==> config.mk <==
export PLATFORM = sky130hd
export DESIGN_NAME = vga_config_regfile
export DESIGN_NICKNAME = d
export VERILOG_FILES = /design/src/rtl/vga_config_regfile.sv
export SDC_FILE = /design/constraint.sdc
export NUM_CORES = 1
export LEC_CHECK = 0
export CAP_MARGIN = 20
export CORE_UTILIZATION = 29
export CTS_CLUSTER_DIAMETER = 80
export DETAILED_ROUTE_END_ITERATION = 8
export SLEW_MARGIN = 20
export SYNTH_ARGS = -nofsm -noshare
export SYNTH_HDL_FRONTEND = slang
export SYNTH_SLANG_ARGS = --single-unit
==> constraint.sdc <==
create_clock -name clk -period 3.8 [get_ports clk]
set_input_delay 0.57 -clock clk [delete_from_list [all_inputs] [get_ports clk]]
set_output_delay 0.57 -clock clk [all_outputs]
set_load 0.1 [all_outputs]
==> src/rtl/vga_config_regfile.sv <==
// vga_config_regfile
//   Double-buffered configuration register file for a VGA timing/colour block.
//   The bus writes a shadow copy of each register; the shadow set is copied
//   into the active set (driven on cfg_out) only on a frame_start pulse, so
//   the display never sees a configuration change mid-frame.
//
// Ports
//   clk            in   single clock, rising edge
//   rst_n          in   synchronous active-low reset
//   address        in   [ADDR_W]  transaction address (0 = restore defaults)
//   data           in   [DATA_W]  write data; all-ones means "read"
//   valid          in   transaction request, sampled only when idle
//   frame_start    in   commit strobe (shadow -> active)
//   ack            out  one-cycle accept pulse
//   nack           out  one-cycle reject pulse (unmapped address)
//   data_out       out  [DATA_W] read data, zero unless data_out_valid
//   data_out_valid out  one-cycle read-data strobe
//   cfg_out        out  [NUM_REGS*DATA_W] active register values
//   update_pending out  shadow holds writes not yet committed

module vga_config_regfile #(
  parameter int unsigned NUM_REGS  = 4,
  parameter int unsigned DATA_W    = 4,
  parameter int unsigned ADDR_W    = 4,
  parameter int unsigned BASE_ADDR = 32'hC,
  parameter logic [NUM_REGS*DATA_W-1:0] RESET_VAL = '0
) (
  input  logic                         clk,
  input  logic                         rst_n,
  input  logic [ADDR_W-1:0]            address,
  input  logic [DATA_W-1:0]            data,
  input  logic                         valid,
  input  logic                         frame_start,
  output logic                         ack,
  output logic                         nack,
  output logic [DATA_W-1:0]            data_out,
  output logic                         data_out_valid,
  output logic [NUM_REGS*DATA_W-1:0]   cfg_out,
  output logic                         update_pending
);

  localparam int unsigned IDX_W = (NUM_REGS > 1) ? $clog2(NUM_REGS) : 1;

  localparam logic [0:0] ST_IDLE = 1'b0;
  localparam logic [0:0] ST_RESP = 1'b1;

  logic [0:0]        state_q, state_d;
  logic [DATA_W-1:0] shadow_q [NUM_REGS];
  logic [DATA_W-1:0] active_q [NUM_REGS];
  logic              pending_q, pending_d;
  logic              ack_q, ack_d;
  logic              nack_q, nack_d;
  logic              dvalid_q, dvalid_d;
  logic [DATA_W-1:0] dout_q, dout_d;

  // Decode. The address is widened to 32 bits before comparing so that a
  // register window reaching past the top of the address space never wraps
  // back onto low addresses.
  logic [31:0]      addr_ext;
  logic             take;
  logic             in_range;
  logic             is_clear;
  logic             is_read;
  logic             is_write;
  logic             is_reject;
  logic [IDX_W-1:0] reg_idx;

  assign addr_ext  = 32'(address);
  assign take      = (state_q == ST_IDLE) && valid;
  assign in_range  = (addr_ext >= BASE_ADDR) && (addr_ext < BASE_ADDR + NUM_REGS);
  assign reg_idx   = IDX_W'(addr_ext - BASE_ADDR);
  // Address 0 restores defaults even if the register window also covers 0.
  assign is_clear  = take && (address == '0);
  assign is_read   = take && !is_clear && in_range && (data == '1);
  assign is_write  = take && !is_clear && in_range && (data != '1);
  assign is_reject = take && !is_clear && !in_range;

  always_comb begin
    state_d   = take ? ST_RESP : ST_IDLE;
    ack_d     = is_clear || is_read || is_write;
    nack_d    = is_reject;
    dvalid_d  = is_read;
    dout_d    = is_read ? shadow_q[reg_idx] : '0;
    // A bus update on the same edge as frame_start wins: the old shadow is
    // committed, and the new value remains pending for the next frame.
    pending_d = pending_q;
    if (is_clear || is_write) begin
      pending_d = 1'b1;
    end else if (frame_start) begin
      pending_d = 1'b0;
    end
  end

  always_ff @(posedge clk) begin
    if (!rst_n) begin
      state_q   <= ST_IDLE;
      pending_q <= 1'b0;
      ack_q     <= 1'b0;
      nack_q    <= 1'b0;
      dvalid_q  <= 1'b0;
      dout_q    <= '0;
    end else begin
      state_q   <= state_d;
      pending_q <= pending_d;
      ack_q     <= ack_d;
      nack_q    <= nack_d;
      dvalid_q  <= dvalid_d;
      dout_q    <= dout_d;
    end
  end

  // Register storage. frame_start copies the shadow value sampled before
  // this edge, so a same-edge write is naturally deferred by one frame.
  always_ff @(posedge clk) begin
    for (int i = 0; i < int'(NUM_REGS); i++) begin
      if (!rst_n) begin
        shadow_q[i] <= RESET_VAL[i*DATA_W +: DATA_W];
        active_q[i] <= RESET_VAL[i*DATA_W +: DATA_W];
      end else begin
        if (is_clear) begin
          shadow_q[i] <= RESET_VAL[i*DATA_W +: DATA_W];
        end else if (is_write && (reg_idx == IDX_W'(i))) begin
          shadow_q[i] <= data;
        end
        if (frame_start) begin
          active_q[i] <= shadow_q[i];
        end
      end
    end
  end

  for (genvar gi = 0; gi < int'(NUM_REGS); gi++) begin : g_cfg
    assign cfg_out[gi*DATA_W +: DATA_W] = active_q[gi];
  end

  assign ack            = ack_q;
  assign nack           = nack_q;
  assign data_out       = dout_q;
  assign data_out_valid = dvalid_q;
  assign update_pending = pending_q;

endmodule

After elaboration in Yosys (flattened, before gate mapping) --
Memories as Yosys holds them, arrays and structs flattened. A register that Yosys moved wholly into a read port is not among the register bits. Cells that the tools add are included.
Storage, ports and cells: flip-flop bits (word level) 5, bits in latches 0, RAM bits 32, ROM bits 0, bits of input ports 12, output and inout bits 24, word-level logic and storage cells 88, memories 2
Cells by class: add/subtract/negate cells 1, $mul 0, divide/modulo/power cells 0, magnitude comparators 2, equality and inequality tests 5, shift operators 0, multiplexer cells 38, bitwise gates (word level) 13, reduce and logical (&&, ||, !) cells 22
Memories:
- active_q | words 4, width 4, rd ports 4, clocked after Yosys merged registers in 0, write ports 4, RTL line 49 | logic [DATA_W-1:0] active_q [NUM_REGS];
- shadow_q | words 4, width 4, rd ports 5, clocked after Yosys merged registers in 1, write ports 4, RTL line 48 | logic [DATA_W-1:0] shadow_q [NUM_REGS];
Operators with widths (number):
- $mux W4 | 12
- $mux W1 | 26
- $logic_and A1 B1 Y1 | 12
- $or A1 B1 Y1 | 12
- $lt A4 B5 Y1 const B | 1
- $eq A2 B2 Y1 const B | 2
- $eq A4 B4 Y1 const B | 1
- $ge A4 B4 Y1 const B | 1
- $logic_not A4 Y1 | 1
- $ne A4 B4 Y1 const B | 1
- $logic_not A1 Y1 | 3
- $logic_or A1 B1 Y1 | 3
- $eq A2 B1 Y1 const B | 1
- $logic_not A2 Y1 | 1
- $reduce_and A2 Y1 | 1
- $reduce_bool A2 Y1 | 1
- $sub A2 B1 Y2 const B | 1
- $not A1 Y1 | 1

Logic depth before layout (Yosys ltp) --
Gate-level depths: netlist (run 1).
depth in word-level cells 13, depth in mapped cells 4, depth with buffers taken out 3

Worst setup path before layout (run 1) --
Ideal clock, no wire load.
kind in2reg, start in address[1], end mem shadow_q[2][0] (enable), setup time 0.308 ns, arrival 1.467 ns, required time 3.492 ns, slack 2.024 ns, stages on the path 4, buffers on the path 1, path through clkbuf_1 nor4_1 a21oi_1 nand2_1
RTL lines:
- start: declaration | RTL line 30 | input logic [ADDR_W-1:0] address,
- end: declaration | RTL line 48

==> results.py, run 1 <==
metrics = {
    "critical_path": {
        "cp_num_cells": 1,
        "max_stage_delay_ps": 1140,
        "start_kind": "flip-flop",
        "critical_path_class": "reg2out",
        "worst_r2r_startpoint": "state_q$_SDFF_PN0_",
        "reg2reg_to": "shadow_q[3][3]$_SDFFCE_PN0P_",
        "path_cells": "clkdlybuf4s50_1",
        "crit_end": "cfg_out[9]",
        "crit_slowest_cell": "clkdlybuf4s50_1",
        "end_kind": "output port",
        "crit_path_start": "active_q[2][1]$_SDFFCE_PN0P_",
        "critPathMaxFanout": 1,
        "cp_data_arrival_time_ps": 1780,
        "cp.required_ps": 3230,
        "reg2reg_depth": 3,
        "rrSetupSlack_ps": 2370,
        "cp_num_buf_inv": 1,
        "cp_top_family": "buffers and inverters",
    },
    "timing": {
        "setup_viol": 0,
        "max_clock_freq_mhz": 425,
        "max_slew.worst_pin.slew_ps": 981,
        "drv_slew": 0,
        "finalCriticalPeriod_ps": 2350,
        "rsz0062_at_grt": "false",
        "fin_skew_ps": 6.35,
        "worst_hold_slack_ps": 501,
        "setup_slack_ps": 1450,
        "maxSlewHeadroom": 0.344,
        "tns_ps": 0,
        "finalHoldViolations": 0,
        "period_share": 0.620,
    },
    "global_routing": {
        "grt_max_degree": 26,
        "grt_overflow": 0,
        "grt_util_all_layers": 0.121,
        "grt_pass1_vias": 1057,
        "grt_pass1_wl_um": 5350,
        "antenna_found_initial": 0,
    },
    "power": {
        "power.leakage_nw": 0.833,
        "power_density_mw_per_mm2": 490,
        "peakVddDrop_v": 0.000169,
        "power_mw": 1.06,
    },
    "clock_tree": {
        "root_buffer": "clkbuf_8",
        "clock_latency_ps": 300,
        "cts_tree": "yes",
        "cts_sinks": 41,
        "clkTransAtPathRegs_ps": 80,
        "numCtsBuffers": 5,
        "post_cts_resized": 0,
        "clock_path_buffers": 2,
        "cts_setup_buffers": 0,
        "cts_hold_buf": 0,
        "h-tree-depth": 2,
    },
    "finish": {
        "syn_to_final_growth_pct": 33.4,
        "layout-drive-gt1-share": 0.0903,
        "layout_common_cells": "35 x clkdlybuf4s50_1, 32 x edfxtp_1, 18 x nor2_1",
        "layout_commonest_cell": "clkdlybuf4s50_1",
        "layout.nets": 166,
        "diodes": 0,
    },
    "detailed_routing": {
        "wl_met1_um": 1370,
        "first_iter_violations": 72,
        "vias": 1021,
        "remaining_drc_errors": 0,
        "routed.top_layer": "met4",
        "wl_met3_um": 156,
        "dr_wl_met2_um": 1670,
        "post_drt_wl_per_cell_um": 14.4,
        "wirelength_um": 3240,
        "antenna_left": 0,
        "avgViaCountPerCell": 4.54,
        "drt_pass1_iterations": 4,
    },
    "yosys": {
        "synth_nets": 130,
        "yosysTopAreaCell": "edfxtp_1",
        "avgSynthCellArea_um2": 13.7,
        "ys_warn_count": 0,
        "post_synth_main_area_contributors": "edfxtp_1 59%, dfxtp_1 11%, and3_1 6.2%, mux4_2 5.6%, nor2_1 4.2%",
        "netlist_area_mm2": 0.00162,
        "ys_seq_area_frac": 0.706,
        "synthDominantCellAreaShare": 0.595,
        "synth-seq-cells": 41,
        "netlist_instances": 118,
        "ys_types": 23,
    },
    "run": {
        "drv_cap": 0,
    },
    "floorplanning": {
        "row_count": 26,
        "die_area_mm2": 0.00587,
        "fp.dieH_um": 76.6,
        "ios": 36,
        "fp.coreArea_mm2": 0.00524,
        "die_w_um": 76.6,
        "start_util": 0.308,
    },
    "placement": {
        "port-buffer-count": 35,
        "gp_congestion": 0.835,
        "pre_cts_ws_ps": 1260,
        "post-dp-hpwl_um": 2450,
    },
    "outcome": {
        "status": "completed",
    },
    "worst_hold_path": {
        "hp-class": "reg2reg",
    },
}
==> power breakdown <==
group          switching [mW]  internal (mW)
sequential            0.00852          0.503
clock                   0.150          0.234
combinational           0.118         0.0424
==> layout make-up <==
cell class	instances	area [µm²]
fillers	477	3080
clock buffers	6	93.8
repair buffers	35	350
multi-input cells	67	432
flip-flops and latches	41	1140
well taps	70	87.6
clock inverters	2	35.0
inverters	4	15.0
==> sequential cells by signal, indices dropped and copies added (netlist names) <==
name            count
update_pending      1
data_out_valid      1
data_out            4
nack                1
shadow_q           16
ack                 1
state_q             1
active_q           16
==> synth_stat cells (all sizes together) <==
cell and instances:
o211ai 1, nand2b 1, nor2b 4, and4b 1, and2b 1, buf 2
nand4 2, or3b 1, clkbuf 4, and3 16, mux4 4, nand4b 2
nor2 18, and2 1, inv 4, nand3 3, nand3b 1, nand2 8
edfxtp 32, nor4 1, dfxtp 9, a21oi 2
==> worst min-delay path by stage <==
| stage | cells past startpoint | end | start | slack, ps |
|---|---|---|---|---|
| after floorplan | 2 | ack$_SDFF_PN0_ | state_q$_SDFF_PN0_ | 510 |
| after global placement | 2 | update_pending$_SDFFE_PN0P_ | update_pending$_SDFFE_PN0P_ | 490 |
| after detailed placement | 2 | update_pending$_SDFFE_PN0P_ | update_pending$_SDFFE_PN0P_ | 500 |
| after CTS | 2 | update_pending$_SDFFE_PN0P_ | update_pending$_SDFFE_PN0P_ | 510 |
| after global routing | 2 | update_pending$_SDFFE_PN0P_ | update_pending$_SDFFE_PN0P_ | 520 |
| final | 2 | update_pending$_SDFFE_PN0P_ | update_pending$_SDFFE_PN0P_ | 500 |
==> through the flow <==
stage | util | area (µm²) | cells
5_1_grt | 0.411 | 2150 | 225
2_1_floorplan | - | 1620 | 118
3_3_place_gp | 0.387 | 2030 | 217
4_1_cts | 0.411 | 2150 | 225
3_5_place_dp | 0.387 | 2030 | 217
6_report | 0.411 | 2150 | 225
==> cells by family (layout without fill, tap and decap cells) <==
group	after synthesis	in the layout	share of synthesized area
buf+inv	10	47	0.0263
compound gates	3	3	0.0108
flops	41	41	0.706
simple gates	60	60	0.201
mux	4	4	0.0558
==> layer usage <==
layer	up-vias	GRT usage
met5	-	0
li1	502	-
met1	487	0.147
met2	27	0.196
met3	5	0.0467
met4	0	0.0404
(Power assumes the default switching activity.)
==> run 2, diff against run 1 <==
==> constraint.sdc (replaced) <==
create_clock -name clk -period 2.2 [get_ports clk]
set_input_delay 0.33 -clock clk [delete_from_list [all_inputs] [get_ports clk]]
set_output_delay 0.33 -clock clk [all_outputs]
set_load 0.1 [all_outputs]
==> run 2 against run 1 <==
Effect of this change: first-iteration DRC count down 54%; die area unchanged; total power up 77%; worst hold slack better by 8.5 ps; setup slack worse by 920 ps; core utilization about the same; cell count up 3.1%; critical endpoint is now shadow_q[1][1]$_SDFFCE_PN0P_; largest cell class unchanged.
==> results.py, run 2 (synthesis gave the netlist of run 1 again) <==
metrics = {
    "critical_path": {
        "critical_path_class": "in2reg",
        "cp_num_buf_inv": 1,
        "reg2reg_depth": 3,
        "end_kind": "flip-flop",
        "critPathMaxFanout": 6,
        "cp_data_arrival_time_ps": 1660,
        "cp_num_cells": 4,
        "crit_slowest_cell": "clkdlybuf4s50_1",
        "start_kind": "input port",
        "cp_top_family": "simple AND/OR/NAND/NOR gates",
        "max_stage_delay_ps": 500,
        "cp.required_ps": 2190,
        "path_cells": "clkdlybuf4s50_1 -> and4b_1 -> nand4b_1 -> nand2_1",
    },
    "clock_tree": {
        "root_buffer": "clkbuf_8",
        "clock_path_buffers": 2,
        "cts_setup_buffers": 0,
        "cts_tree": "yes",
        "numCtsBuffers": 5,
        "cts_hold_buf": 0,
        "clkTransAtPathRegs_ps": 80,
        "cts_sinks": 41,
        "h-tree-depth": 2,
        "post_cts_resized": 0,
        "clock_latency_ps": 290,
    },
    "detailed_routing": {
        "post_drt_wl_per_cell_um": 13.5,
        "remaining_drc_errors": 0,
        "antenna_left": 0,
        "vias": 1037,
        "first_iter_violations": 33,
        "avgViaCountPerCell": 4.47,
        "wirelength_um": 3130,
        "drt_pass1_iterations": 3,
    },
    "finish": {
        "fin_area_mm2": 0.00215,
        "utilization": 0.411,
        "final_cells": 232,
        "syn_to_final_growth_pct": 33.2,
        "layout-drive-gt1-share": 0.278,
        "layout_commonest_cell": "edfxtp_1",
        "layout.nets": 173,
        "layout_common_cells": "32 x edfxtp_1, 31 x buf_4, 18 x nor2_1",
        "fillers": 497,
        "diodes": 0,
        "multi_input_area_um2": 432,
        "final-seq-area_mm2": 0.00114,
    },
    "global_routing": {
        "grt_pass1_wl_um": 5440,
        "antenna_found_initial": 0,
        "grt_overflow": 0,
        "grt_max_degree": 25,
        "grt_pass1_vias": 1091,
        "grt_util_all_layers": 0.121,
    },
    "timing": {
        "max_slew.worst_pin.slew_ps": 325,
        "drv_slew": 0,
        "finalCriticalPeriod_ps": 1670,
        "period_share": 0.761,
        "setup_slack_ps": 526,
        "finalHoldViolations": 0,
        "worst_hold_slack_ps": 509,
        "maxSlewHeadroom": 0.781,
        "tns_ps": 0,
        "fin_skew_ps": 7.43,
        "rsz0062_at_grt": "false",
        "max_clock_freq_mhz": 597,
        "setup_viol": 0,
    },
    "power": {
        "power.internal_mw": 1.39,
        "power_frac_comb": 0.149,
        "swShare": 0.255,
        "power_mw": 1.87,
        "seq_power_share": 0.472,
        "power.leakage_nw": 0.908,
        "peakVddDrop_v": 0.000373,
        "power_density_mw_per_mm2": 869,
        "p_switching_mw": 0.477,
        "clkPwrFrac": 0.379,
    },
    "floorplanning": {
        "row_count": 26,
        "fp.coreArea_mm2": 0.00524,
        "die_w_um": 76.6,
        "start_util": 0.308,
        "ios": 36,
        "die_area_mm2": 0.00587,
        "fp.dieH_um": 76.6,
    },
    "worst_hold_path": {
        "holdPathStages": 2,
        "hp-class": "reg2reg",
    },
    "placement": {
        "post-dp-hpwl_um": 2400,
        "place_area_mm2": 0.00202,
        "port-buffer-count": 35,
        "pre_cts_ws_ps": 227,
        "dpl.cell_count": 224,
        "gp_congestion": 0.789,
    },
    "outcome": {
        "status": "completed",
    },
    "run": {
        "drv_cap": 0,
    },
}
[run 2: final cells by class]
class / instances / share of cell area
timing repair buffer: 42 / 0.159
multi-input combinational: 67 / 0.201
clock inverter: 3 / 0.0302
sequential: 41 / 0.530
clock buffer: 5 / 0.0320
inverter: 4 / 0.00698
tap: 70 / 0.0407
[run 2: final timing paths]
path / start / end / slack (ps)
setup / recovery: valid / shadow_q[1][1]$_SDFFCE_PN0P_ / 530
hold / removal: update_pending$_SDFFE_PN0P_ / update_pending$_SDFFE_PN0P_ / 510
setup reg to reg: state_q$_SDFF_PN0_ / shadow_q[1][1]$_SDFFCE_PN0P_ / 710
hold reg to reg: update_pending$_SDFFE_PN0P_ / update_pending$_SDFFE_PN0P_ / 510
[run 2: worst register-to-register path: cells and delay by family (launching register included)]
| kind | cells | cell delay [ps] |
|---|---|---|
| flip-flops | 1 | 320 |
| AND/OR/NAND/NOR | 3 | 860 |
[run 2: power groups by stage]
stage | clock (mW) | combinational [mW] | sequential, mW
2_1_floorplan | 0 | 0.0560 | 1.04
3_3_place_gp | 0 | 0.277 | 0.898
3_5_place_dp | 0 | 0.281 | 0.900
4_1_cts | 0.719 | 0.282 | 0.882
5_1_grt | 0.771 | 0.292 | 0.886
6_report | 0.709 | 0.279 | 0.882
[run 2: routing by layer]
metal  wire (µm)  vias to the layer above  GRT usage
met3         153                        7     0.0407
met1        1380                      489      0.146
met5           0                        -          0
met2        1520                       26      0.192
met4          78                        0     0.0615
li1            -                      515          -
